## src/rtl/bpred_update_buffer_pkg.sv

```systemverilog
// Shared configuration for the branch-predictor update path.
package bpred_update_buffer_pkg;

  typedef struct packed {
    int unsigned xlen;
    int unsigned pht_k;
    int unsigned upd_depth;
  } cvw_t;

  localparam cvw_t CvwDefault = '{xlen: 32, pht_k: 10, upd_depth: 4};

endpackage

```

## src/rtl/bpred_update_buffer_satcnt2.sv

```systemverilog
// 2-bit saturating direction counter: taken counts up, not-taken counts down.
module bpred_update_buffer_satcnt2 (
  input  logic [1:0] state_i,
  input  logic       taken_i,
  output logic [1:0] state_o
);

  always_comb begin
    state_o = state_i;
    if (taken_i && (state_i != 2'b11)) begin
      state_o = state_i + 2'd1;
    end else if (!taken_i && (state_i != 2'b00)) begin
      state_o = state_i - 2'd1;
    end
  end

endmodule

```

## src/rtl/bpred_update_buffer.sv

```systemverilog
// Coalescing write buffer between resolved branches and the PHT write port,
// with forwarding of pending/just-written counters to the fetch-side read.
module bpred_update_buffer
  import bpred_update_buffer_pkg::*;
#(
  parameter cvw_t        P     = CvwDefault,
  parameter int unsigned XLEN  = P.xlen,
  parameter int unsigned k     = P.pht_k,
  parameter int unsigned DEPTH = P.upd_depth
) (
  input  logic            clk,
  input  logic            reset,
  input  logic            StallF,
  input  logic            StallM,
  input  logic            FlushM,
  input  logic            BranchM,
  input  logic            PCSrcM,
  input  logic [1:0]      BPDirPredM,
  input  logic [XLEN-1:0] PCM,
  input  logic [XLEN-1:0] PCNextF,
  input  logic [1:0]      PHTRdDataF,
  output logic [1:0]      BPDirPredF,
  input  logic            PHTWrReady,
  output logic            PHTWrEn,
  output logic [k-1:0]    PHTWrIndex,
  output logic [1:0]      PHTWrState,
  output logic            UpdDroppedM
);

  localparam int unsigned PtrW = $clog2(DEPTH);
  localparam int unsigned CntW = PtrW + 1;

  typedef struct packed {
    logic         valid;
    logic [k-1:0] idx;
    logic [1:0]   state;
  } entry_t;

  entry_t           ent_q [DEPTH];
  entry_t           ent_d [DEPTH];
  logic [PtrW-1:0]  head_q, head_d, tail_q, tail_d, match_ptr;
  logic [CntW-1:0]  count_q, count_d;
  logic [k-1:0]     enq_idx, rd_idx, idxf_q, idxf_d;
  logic             lastwr_v_q, lastwr_v_d;
  logic [k-1:0]     lastwr_idx_q, lastwr_idx_d;
  logic [1:0]       lastwr_state_q, lastwr_state_d;
  logic             enq, drain, full, match, head_hit, coalesce, alloc;
  logic [1:0]       base_state, alloc_state, coal_state;
  logic             fwd_hit;
  logic [1:0]       fwd_state;
  logic             unused_pc;

  assign enq_idx   = {PCM[k+1] ^ PCM[1], PCM[k:2]};
  assign rd_idx    = {PCNextF[k+1] ^ PCNextF[1], PCNextF[k:2]};
  assign unused_pc = ^{PCM[XLEN-1:k+2], PCM[0], PCNextF[XLEN-1:k+2], PCNextF[0]};

  assign enq   = BranchM & ~StallM & ~FlushM;
  assign drain = (count_q != '0) & PHTWrReady & ~reset;
  assign full  = (count_q == CntW'(DEPTH));

  // At most one valid entry per index, so the last hit is the only hit.
  always_comb begin
    match     = 1'b0;
    match_ptr = '0;
    for (int unsigned i = 0; i < DEPTH; i++) begin
      if (ent_q[i].valid && (ent_q[i].idx == enq_idx)) begin
        match     = 1'b1;
        match_ptr = PtrW'(i);
      end
    end
  end

  // A hit on the head that is leaving this cycle re-allocates, seeded with its state.
  assign head_hit    = match & drain & (match_ptr == head_q);
  assign coalesce    = enq & match & ~head_hit;
  assign alloc       = enq & ~coalesce & (~full | drain);
  assign UpdDroppedM = enq & ~coalesce & full & ~drain & ~reset;
  assign base_state  = head_hit ? ent_q[head_q].state : BPDirPredM;

  bpred_update_buffer_satcnt2 u_enq_cnt (
    .state_i (base_state),
    .taken_i (PCSrcM),
    .state_o (alloc_state)
  );

  bpred_update_buffer_satcnt2 u_coal_cnt (
    .state_i (ent_q[match_ptr].state),
    .taken_i (PCSrcM),
    .state_o (coal_state)
  );

  always_comb begin
    ent_d   = ent_q;
    head_d  = head_q;
    tail_d  = tail_q;
    if (drain) begin
      ent_d[head_q].valid = 1'b0;
      head_d              = head_q + PtrW'(1);
    end
    if (coalesce) begin
      ent_d[match_ptr].state = coal_state;
    end
    if (alloc) begin
      ent_d[tail_q] = '{valid: 1'b1, idx: enq_idx, state: alloc_state};
      tail_d        = tail_q + PtrW'(1);
    end
    count_d = count_q + CntW'(alloc) - CntW'(drain);
  end

  assign PHTWrEn    = drain;
  assign PHTWrIndex = ent_q[head_q].idx;
  assign PHTWrState = ent_q[head_q].state;

  assign lastwr_v_d     = drain;
  assign lastwr_idx_d   = ent_q[head_q].idx;
  assign lastwr_state_d = ent_q[head_q].state;
  assign idxf_d         = StallF ? idxf_q : rd_idx;

  // Forwarding uses buffer contents as of the start of the cycle.
  always_comb begin
    fwd_hit   = 1'b0;
    fwd_state = 2'b00;
    for (int unsigned i = 0; i < DEPTH; i++) begin
      if (ent_q[i].valid && (ent_q[i].idx == idxf_q)) begin
        fwd_hit   = 1'b1;
        fwd_state = ent_q[i].state;
      end
    end
    BPDirPredF = PHTRdDataF;
    if (!reset) begin
      if (fwd_hit) begin
        BPDirPredF = fwd_state;
      end else if (lastwr_v_q && (lastwr_idx_q == idxf_q)) begin
        BPDirPredF = lastwr_state_q;
      end
    end
  end

  always_ff @(posedge clk) begin
    if (reset) begin
      for (int unsigned i = 0; i < DEPTH; i++) begin
        ent_q[i] <= '0;
      end
      head_q         <= '0;
      tail_q         <= '0;
      count_q        <= '0;
      lastwr_v_q     <= 1'b0;
      lastwr_idx_q   <= '0;
      lastwr_state_q <= 2'b00;
    end else begin
      for (int unsigned i = 0; i < DEPTH; i++) begin
        ent_q[i] <= ent_d[i];
      end
      head_q         <= head_d;
      tail_q         <= tail_d;
      count_q        <= count_d;
      lastwr_v_q     <= lastwr_v_d;
      lastwr_idx_q   <= lastwr_idx_d;
      lastwr_state_q <= lastwr_state_d;
    end
  end

  always_ff @(posedge clk) begin
    idxf_q <= idxf_d;
  end

endmodule

```

## config.mk

```make
export PLATFORM = sky130hd
export DESIGN_NAME = bpred_update_buffer
export DESIGN_NICKNAME = d
export VERILOG_FILES = /design/src/rtl/bpred_update_buffer_pkg.sv /design/src/rtl/bpred_update_buffer_satcnt2.sv /design/src/rtl/bpred_update_buffer.sv
export SDC_FILE = /design/constraint.sdc
export NUM_CORES = 1
export LEC_CHECK = 0
export CAP_MARGIN = 20
export CORE_MARGIN = 2
export CORE_UTILIZATION = 40
export CTS_BUF_LIST = sky130_fd_sc_hd__clkbuf_4
export CTS_CLUSTER_SIZE = 16
export DETAILED_ROUTE_END_ITERATION = 7
export PLACE_DENSITY = 0.74
export SLEW_MARGIN = 15
export SYNTH_ARGS = -nofsm -noshare
export SYNTH_HDL_FRONTEND = slang
export SYNTH_SLANG_ARGS = --single-unit
```

## constraint.sdc

```tcl
create_clock -name clk -period 6 [get_ports clk]
set_clock_uncertainty 0.1 [all_clocks]
set_input_delay 1.2 -clock clk [delete_from_list [all_inputs] [get_ports clk]]
set_output_delay 1.2 -clock clk [all_outputs]
set_load 0.005 [all_outputs]
```

* Yosys cells after proc, flatten, opt, wreduce, memory -nomap -nowiden *
Index checks and enable logic that the tools add are counted.

word-level totals
  bits in registers = 82
  latch bits = 0
  RAM bits = 0
  bits in read-only memories = 0
  input port bits = 76
  output and inout bits = 16
  logic and storage cells = 133
  memories = 0

cells by class
  $add $sub $neg = 8
  $mul = 0
  div/mod/pow operators = 0
  order comparisons = 6
  equality and inequality tests = 13
  shifts and indexed selects = 0
  mux-type cells = 41
  bitwise operators = 26
  reductions and logical operators = 20

operators by type and width
  kind                                                        number
  bitwise mux 52 bit                                          3
  2-to-1 mux 52 bit                                           3
  == test 10 bit                                              9
  demux 13 bit (select 2 bit)                                 3
  binary-select mux 13 bit (select 2 bit)                     2
  2-to-1 mux 2 bit                                            17
  2-to-1 mux 13 bit                                           2
  2-to-1 mux 12 bit                                           2
  logical AND 1 bit                                           16
  bitwise AND 1 bit                                           13
  greater-or-equal comparator 3 bit, second input constant    3
  less-than comparator 3 x 1 -> 1 bit, second input constant  3
  2-to-1 mux 1 bit                                            9
  inverter 2 -> 3 bit                                         3
  adder 2 x 1 -> 2 bit, second input constant                 4
  inverter 1 bit                                              7
  != test 2 bit, second input constant                        2
  nonzero test 2 bit                                          2
  subtractor 2 x 1 -> 2 bit, second input constant            2
  adder 3 x 1 -> 3 bit                                        1
  == test 3 bit, second input constant                        1
  nonzero test 3 bit                                          1
  subtractor 3 x 1 -> 3 bit                                   1
  == test 2 bit                                               1
  3 further kinds                                             4

* Depth between registers and ports, before layout *
  word-level depth = 18
  depth in mapped cells = 16
  mapped depth without buffers = 14

* By module *
A second synthesis with hierarchy kept.

second synthesis, totals
  cells, all modules = 545
  area total of the unflattened synthesis = 5246.3 sq um

modules (own cells, without submodules)
  module                       times used  cells each  area each (sq um)  seq. area each (sq um)
  bpred_update_buffer          1           531         5126.2             1741.7
  bpred_update_buffer_satcnt2  2           7           60.1               0.0

* Least setup slack after synthesis *
No wires, ideal clock.

  kind = input-to-reg
  start = in PCM[1]
  end = reg count_q[2]
  library setup time = 128 ps
  arrival = 4187 ps
  required time = 5772 ps
  slack = 1585 ps
  cell stages on the path = 15
  path buffers = 1
  path through = xor2_2 > xor2_1 > nor4_2 > o21bai_4 > mux2i_4 > o2bb2ai_4 > and2_0 > buf_2 > inv_1 > ha_1 > inv_1 > ha_1 > fa_1 > xnor2_1 > nor2_1

between the ends
  cells in the longest elaborated chain, start to end = 16
  elaborated cells between the ends (all ways) = 27
  those cells by class = add/sub: 2; eq/ne: 5; mux: 7; bitwise: 9; reduce/logical: 4

RTL lines
  element                            RTL line                    RTL
  start: declaration                 bpred_update_buffer.sv:19   input logic [XLEN-1:0] PCM,
  bitwise XOR 1 bit *                bpred_update_buffer.sv:53   assign enq_idx = {PCM[k+1] ^ PCM[1], PCM[k:2]};
  == test 10 bit                     bpred_update_buffer.sv:66   if (ent_q[i].valid && (ent_q[i].idx == enq_idx)) begin
  logical AND 1 bit                  bpred_update_buffer.sv:66
  2-to-1 mux 1 bit (4 in series)     bpred_update_buffer.sv:66
  bitwise AND 1 bit (2 in series)    bpred_update_buffer.sv:74   assign head_hit = match & drain & (match_ptr == head_q);
  inverter 1 bit                     bpred_update_buffer.sv:75   assign coalesce = enq & match & ~head_hit;
  bitwise AND 1 bit *                bpred_update_buffer.sv:75
  inverter 1 bit *                   bpred_update_buffer.sv:76   assign alloc = enq & ~coalesce & (~full | drain);
  bitwise AND 1 bit * (2 in series)  bpred_update_buffer.sv:76
  adder 3 x 1 -> 3 bit *             bpred_update_buffer.sv:107  count_d = count_q + CntW'(alloc) - CntW'(drain);
  subtractor 3 x 1 -> 3 bit *        bpred_update_buffer.sv:107
  end signal: assignment             bpred_update_buffer.sv:156  count_q <= count_d;
  end: declaration                   bpred_update_buffer.sv:42   logic [CntW-1:0] count_q, count_d;

Every way passes the cells marked *; elsewhere a longest branch is shown, timed or not.
A chain may end at the register's enable or synchronous reset.

* Final worst setup path *
  start = in PCM[2]
  end = out UpdDroppedM

between the ends
  cells in the longest elaborated chain, start to end = 15
  elaborated cells between the ends (all ways) = 26
  those cells by class = eq/ne: 5; mux: 7; bitwise: 10; reduce/logical: 4

RTL lines
  element                            RTL line                   RTL
  == test 10 bit                     bpred_update_buffer.sv:66
  logical AND 1 bit                  bpred_update_buffer.sv:66
  2-to-1 mux 1 bit (4 in series)     bpred_update_buffer.sv:66
  bitwise AND 1 bit (2 in series)    bpred_update_buffer.sv:74
  inverter 1 bit                     bpred_update_buffer.sv:75
  bitwise AND 1 bit *                bpred_update_buffer.sv:75
  inverter 1 bit *                   bpred_update_buffer.sv:77  assign UpdDroppedM = enq & ~coalesce & full & ~drain & ~reset;
  bitwise AND 1 bit * (4 in series)  bpred_update_buffer.sv:77
  end: declaration                   bpred_update_buffer.sv:27  output logic UpdDroppedM

Marks and branches as above.

==> flow_summary_export.csv <==
group,metric,value,unit
die,start_util,41.0,%
synth,synth_area,5190,µm²
routing,vias,4021,
sta,fin_crit_sh,91.2,%
critical_path,critPathKind,"in -> out",
cells_and_area,final_cell_mix,"xnor2_1, dfxtp_1, nor2_1, mux2i_1, clkdlybuf4s50_1",
synth,synthArstFlopShare,0,%
cells_and_area,num-nets-final,653,
critical_path,reg2reg_setup_slack,2.27,ns
die,die_w,118,µm
clock_network,cts_root_buf,"clkbuf_4",
placement,gp_congestion,1.04,
critical_path,timing.rr.end,"ent_q[1]$_SDFF_PP0_",
pwr,ir_drop,0.151,mV
critical_path,slowest_stage,"clkdlybuf4s50_1",
sta,slew_headroom,50.6,%
synth,synth_edf_count,10,
critical_path,worstPathRequired,4.70,ns
grt,grt_pass1_vias,4051,
sta,final.setup.tns,0,ns
die,ios,92,
sta,worst_pin_slew,0.735,ns
critical_path,max_stage_delay,0.68,ns
clock_network,clock_sinks,82,
routing,wire_per_inst,18.9,µm
cells_and_area,fillers,1235,
clock_network,clock_path_buffers,2,
routing,drc,0,
min_path,hold_class,"reg -> reg",
synth,synth-seq-area-share,33.6,%
grt,grt_pass1_wl,22.3,mm
critical_path,cp_max_fo,8,
sta,fmax,0.183,GHz
pwr,p_leak,2.21,nW
cells_and_area,diodes,0,
placement,dpl.hpwl,10.6,mm
clock_network,htree_num_levels,3,
cells_and_area,fin_util,46.6,%
critical_path,endpoint_kind,"output pin",
die,core_area,12700,µm²
clock_network,cts.hold.buffers_added,0,
placement,port_buffers,49,
critical_path,r2r.worst_path.cells,12,
synth,ys_warn_count,0,
critical_path,worstSetupEndpoint,"UpdDroppedM",
sta,hold_violations,0,
routing,drt-initial-drc-count,369,
synth,syn_nets,622,
pwr,p_per_area,207,nW/µm²
clock_network,cts_made_buffers,9,
sta,finalCriticalPeriod,5.47,ns
cells_and_area,syn2layout_area_growth,13.7,%
clock_network,cts_setup_buffers,0,
sta,rsz0062_at_grt,"false",
synth,syn_avg_cell_area,9.78,µm²
routing,drt.antenna.violating_nets,0,
synth,synth-seq-cells,82,
clock_network,cts_tree,"done",
routing,wirelength,14.0,mm
critical_path,r2r_start,"ent_q[34]$_SDFFE_PP0P_",
run_status,status,"finished clean",
routing,viasPerCell,5.45,
grt,grt_usage,20.5,%
synth,synth_ff_type,"dfxtp_1",
critical_path,cpMostUsedCell,"clkdlybuf4s50_1",
flow_run,drv_cap,0,
critical_path,arrival,4.17,ns
synth,synth.distinct_cells,55,
clock_network,clkSlewWorstSetupHoldPaths,0.13,ns
clock_network,clk_latency,0.45,ns
cells_and_area,final_common_cell,"xnor2_1",
grt,grt_max_degree,39,
sta,slew_viol_final,0,
die,die_area,13900,µm²
grt,overflow,0,
grt,antenna_found_initial,0,
critical_path,worst_setup_path_start_kind,"primary input",
critical_path,path_cells,"clkdlybuf4s50_1 > xnor2_1 > nand4_1 > or4_4 > o21bai_4 > mux2i_4 > o2bb2ai_4 > and3_1 > clkdlybuf4s50_1",
clock_network,cts_resized,0,
routing,first_pass_iters,5,
die,die_h,118,µm
critical_path,crit_start,"PCM[2]",
synth,synth_cells,531,
die,rows,41,
cells_and_area,layout-drive-gt1-share,10.2,%
sta,setup_viol,0,
## worst min path at each step
stage | startpoint | endpoint | slack (ns) | cells past startpoint
4_1_cts | ent_q[25]$_SDFF_PP0_ | ent_q[25]$_SDFF_PP0_ | 0.42 | 2
5_1_grt | ent_q[25]$_SDFF_PP0_ | ent_q[25]$_SDFF_PP0_ | 0.45 | 2
2_1_floorplan | ent_q[12]$_SDFF_PP0_ | ent_q[12]$_SDFF_PP0_ | 0.36 | 2
6_report | ent_q[25]$_SDFF_PP0_ | ent_q[25]$_SDFF_PP0_ | 0.42 | 2
3_3_place_gp | ent_q[38]$_SDFF_PP0_ | ent_q[38]$_SDFF_PP0_ | 0.41 | 2
3_5_place_dp | ent_q[25]$_SDFF_PP0_ | ent_q[25]$_SDFF_PP0_ | 0.40 | 2
## through the flow
step | cell area [µm²] | hold WS [ns] | power [mW] | std cells | worst slack, ns
2_1_floorplan | 5190 | 0.363 | 0.850 | 531 | 1.59
3_3_place_gp | 5780 | 0.407 | 0.943 | 722 | 0.580
3_5_place_dp | 5780 | 0.404 | 0.953 | 722 | 0.550
4_1_cts | 5890 | 0.425 | 1.23 | 737 | 0.553
5_1_grt | 5900 | 0.452 | 1.28 | 738 | 0.337
6_report | 5900 | 0.423 | 1.22 | 738 | 0.529
## synthesized netlist by cell type (6+ instances only)
library cell,n,area [µm²]
buf_2,12,60.1
xor2_1,6,52.6
mux2i_1,52,521
dfxtp_1,72,1440
mux4_2,12,270
mux2_2,6,67.6
nor2_1,53,199
inv_1,15,56.3
ha_1,14,175
nand3_1,9,45.0
nor3_1,10,50.1
a21oi_1,10,50.1
and2_1,12,75.1
nand4_1,26,163
nand2_1,27,101
edfxtp_1,10,300
xnor2_1,90,788
clkbuf_1,24,90.1
## kinds of logic after synthesis
logic type               share of synthesized area (%)
AO/OA/AOI/OAI                                     6.85
buffers and inverters                             4.34
multiplexers                                      17.6
AND/OR/NAND/NOR                                   17.1
adder cells (fa/ha/maj)                           3.76
flip-flops                                        33.6
XOR/XNOR                                          16.8
## power breakdown
group          total, mW  internal (mW)  switching (mW)
clock network      0.275         0.0800           0.195
logic              0.323          0.153           0.170
registers          0.624          0.585          0.0390
## layer usage
metal / wire [µm] / share of wire, % / GRT usage [%] / up-vias
li1: - / - / - / 1909
met1: 6350 / 45 / 26.8 / 1956
met2: 6520 / 47 / 33.6 / 137
met3: 751 / 5.4 / 3.63 / 19
met4: 348 / 2.5 / 7.98 / 0
met5: 0 / 0 / 0 / -
## flip-flops by register name, summed over array words and instances, names as in the netlist
name / flops
ent_q: 52
idxf_q: 10
lastwr_idx_q: 10
count_q: 3
head_q: 2
lastwr_state_q: 2
tail_q: 2
lastwr_v_q: 1
## worst max-delay path: cells and delay by family
kind	cells	cell delay [ns]
buffers and inverters	2	1.13
and+or+nand+nor	3	0.86
xor gates and xnor gates	1	0.38
muxes	1	0.34
AOI/OAI and AO/OA	2	0.27
## layout make-up
class                      instances  area (µm²)  share of cell area (%)
clock buffer                       9        67.6                    1.15
inverter                          15        56.3                   0.954
tap                              172         215                    3.65
multi-input combinational        396        3220                    54.6
timing repair buffer              58         561                    9.50
clock inverter                     6        35.0                   0.594
sequential                        82        1740                    29.5
No activity file was read; power rests on OpenSTA's default activity.
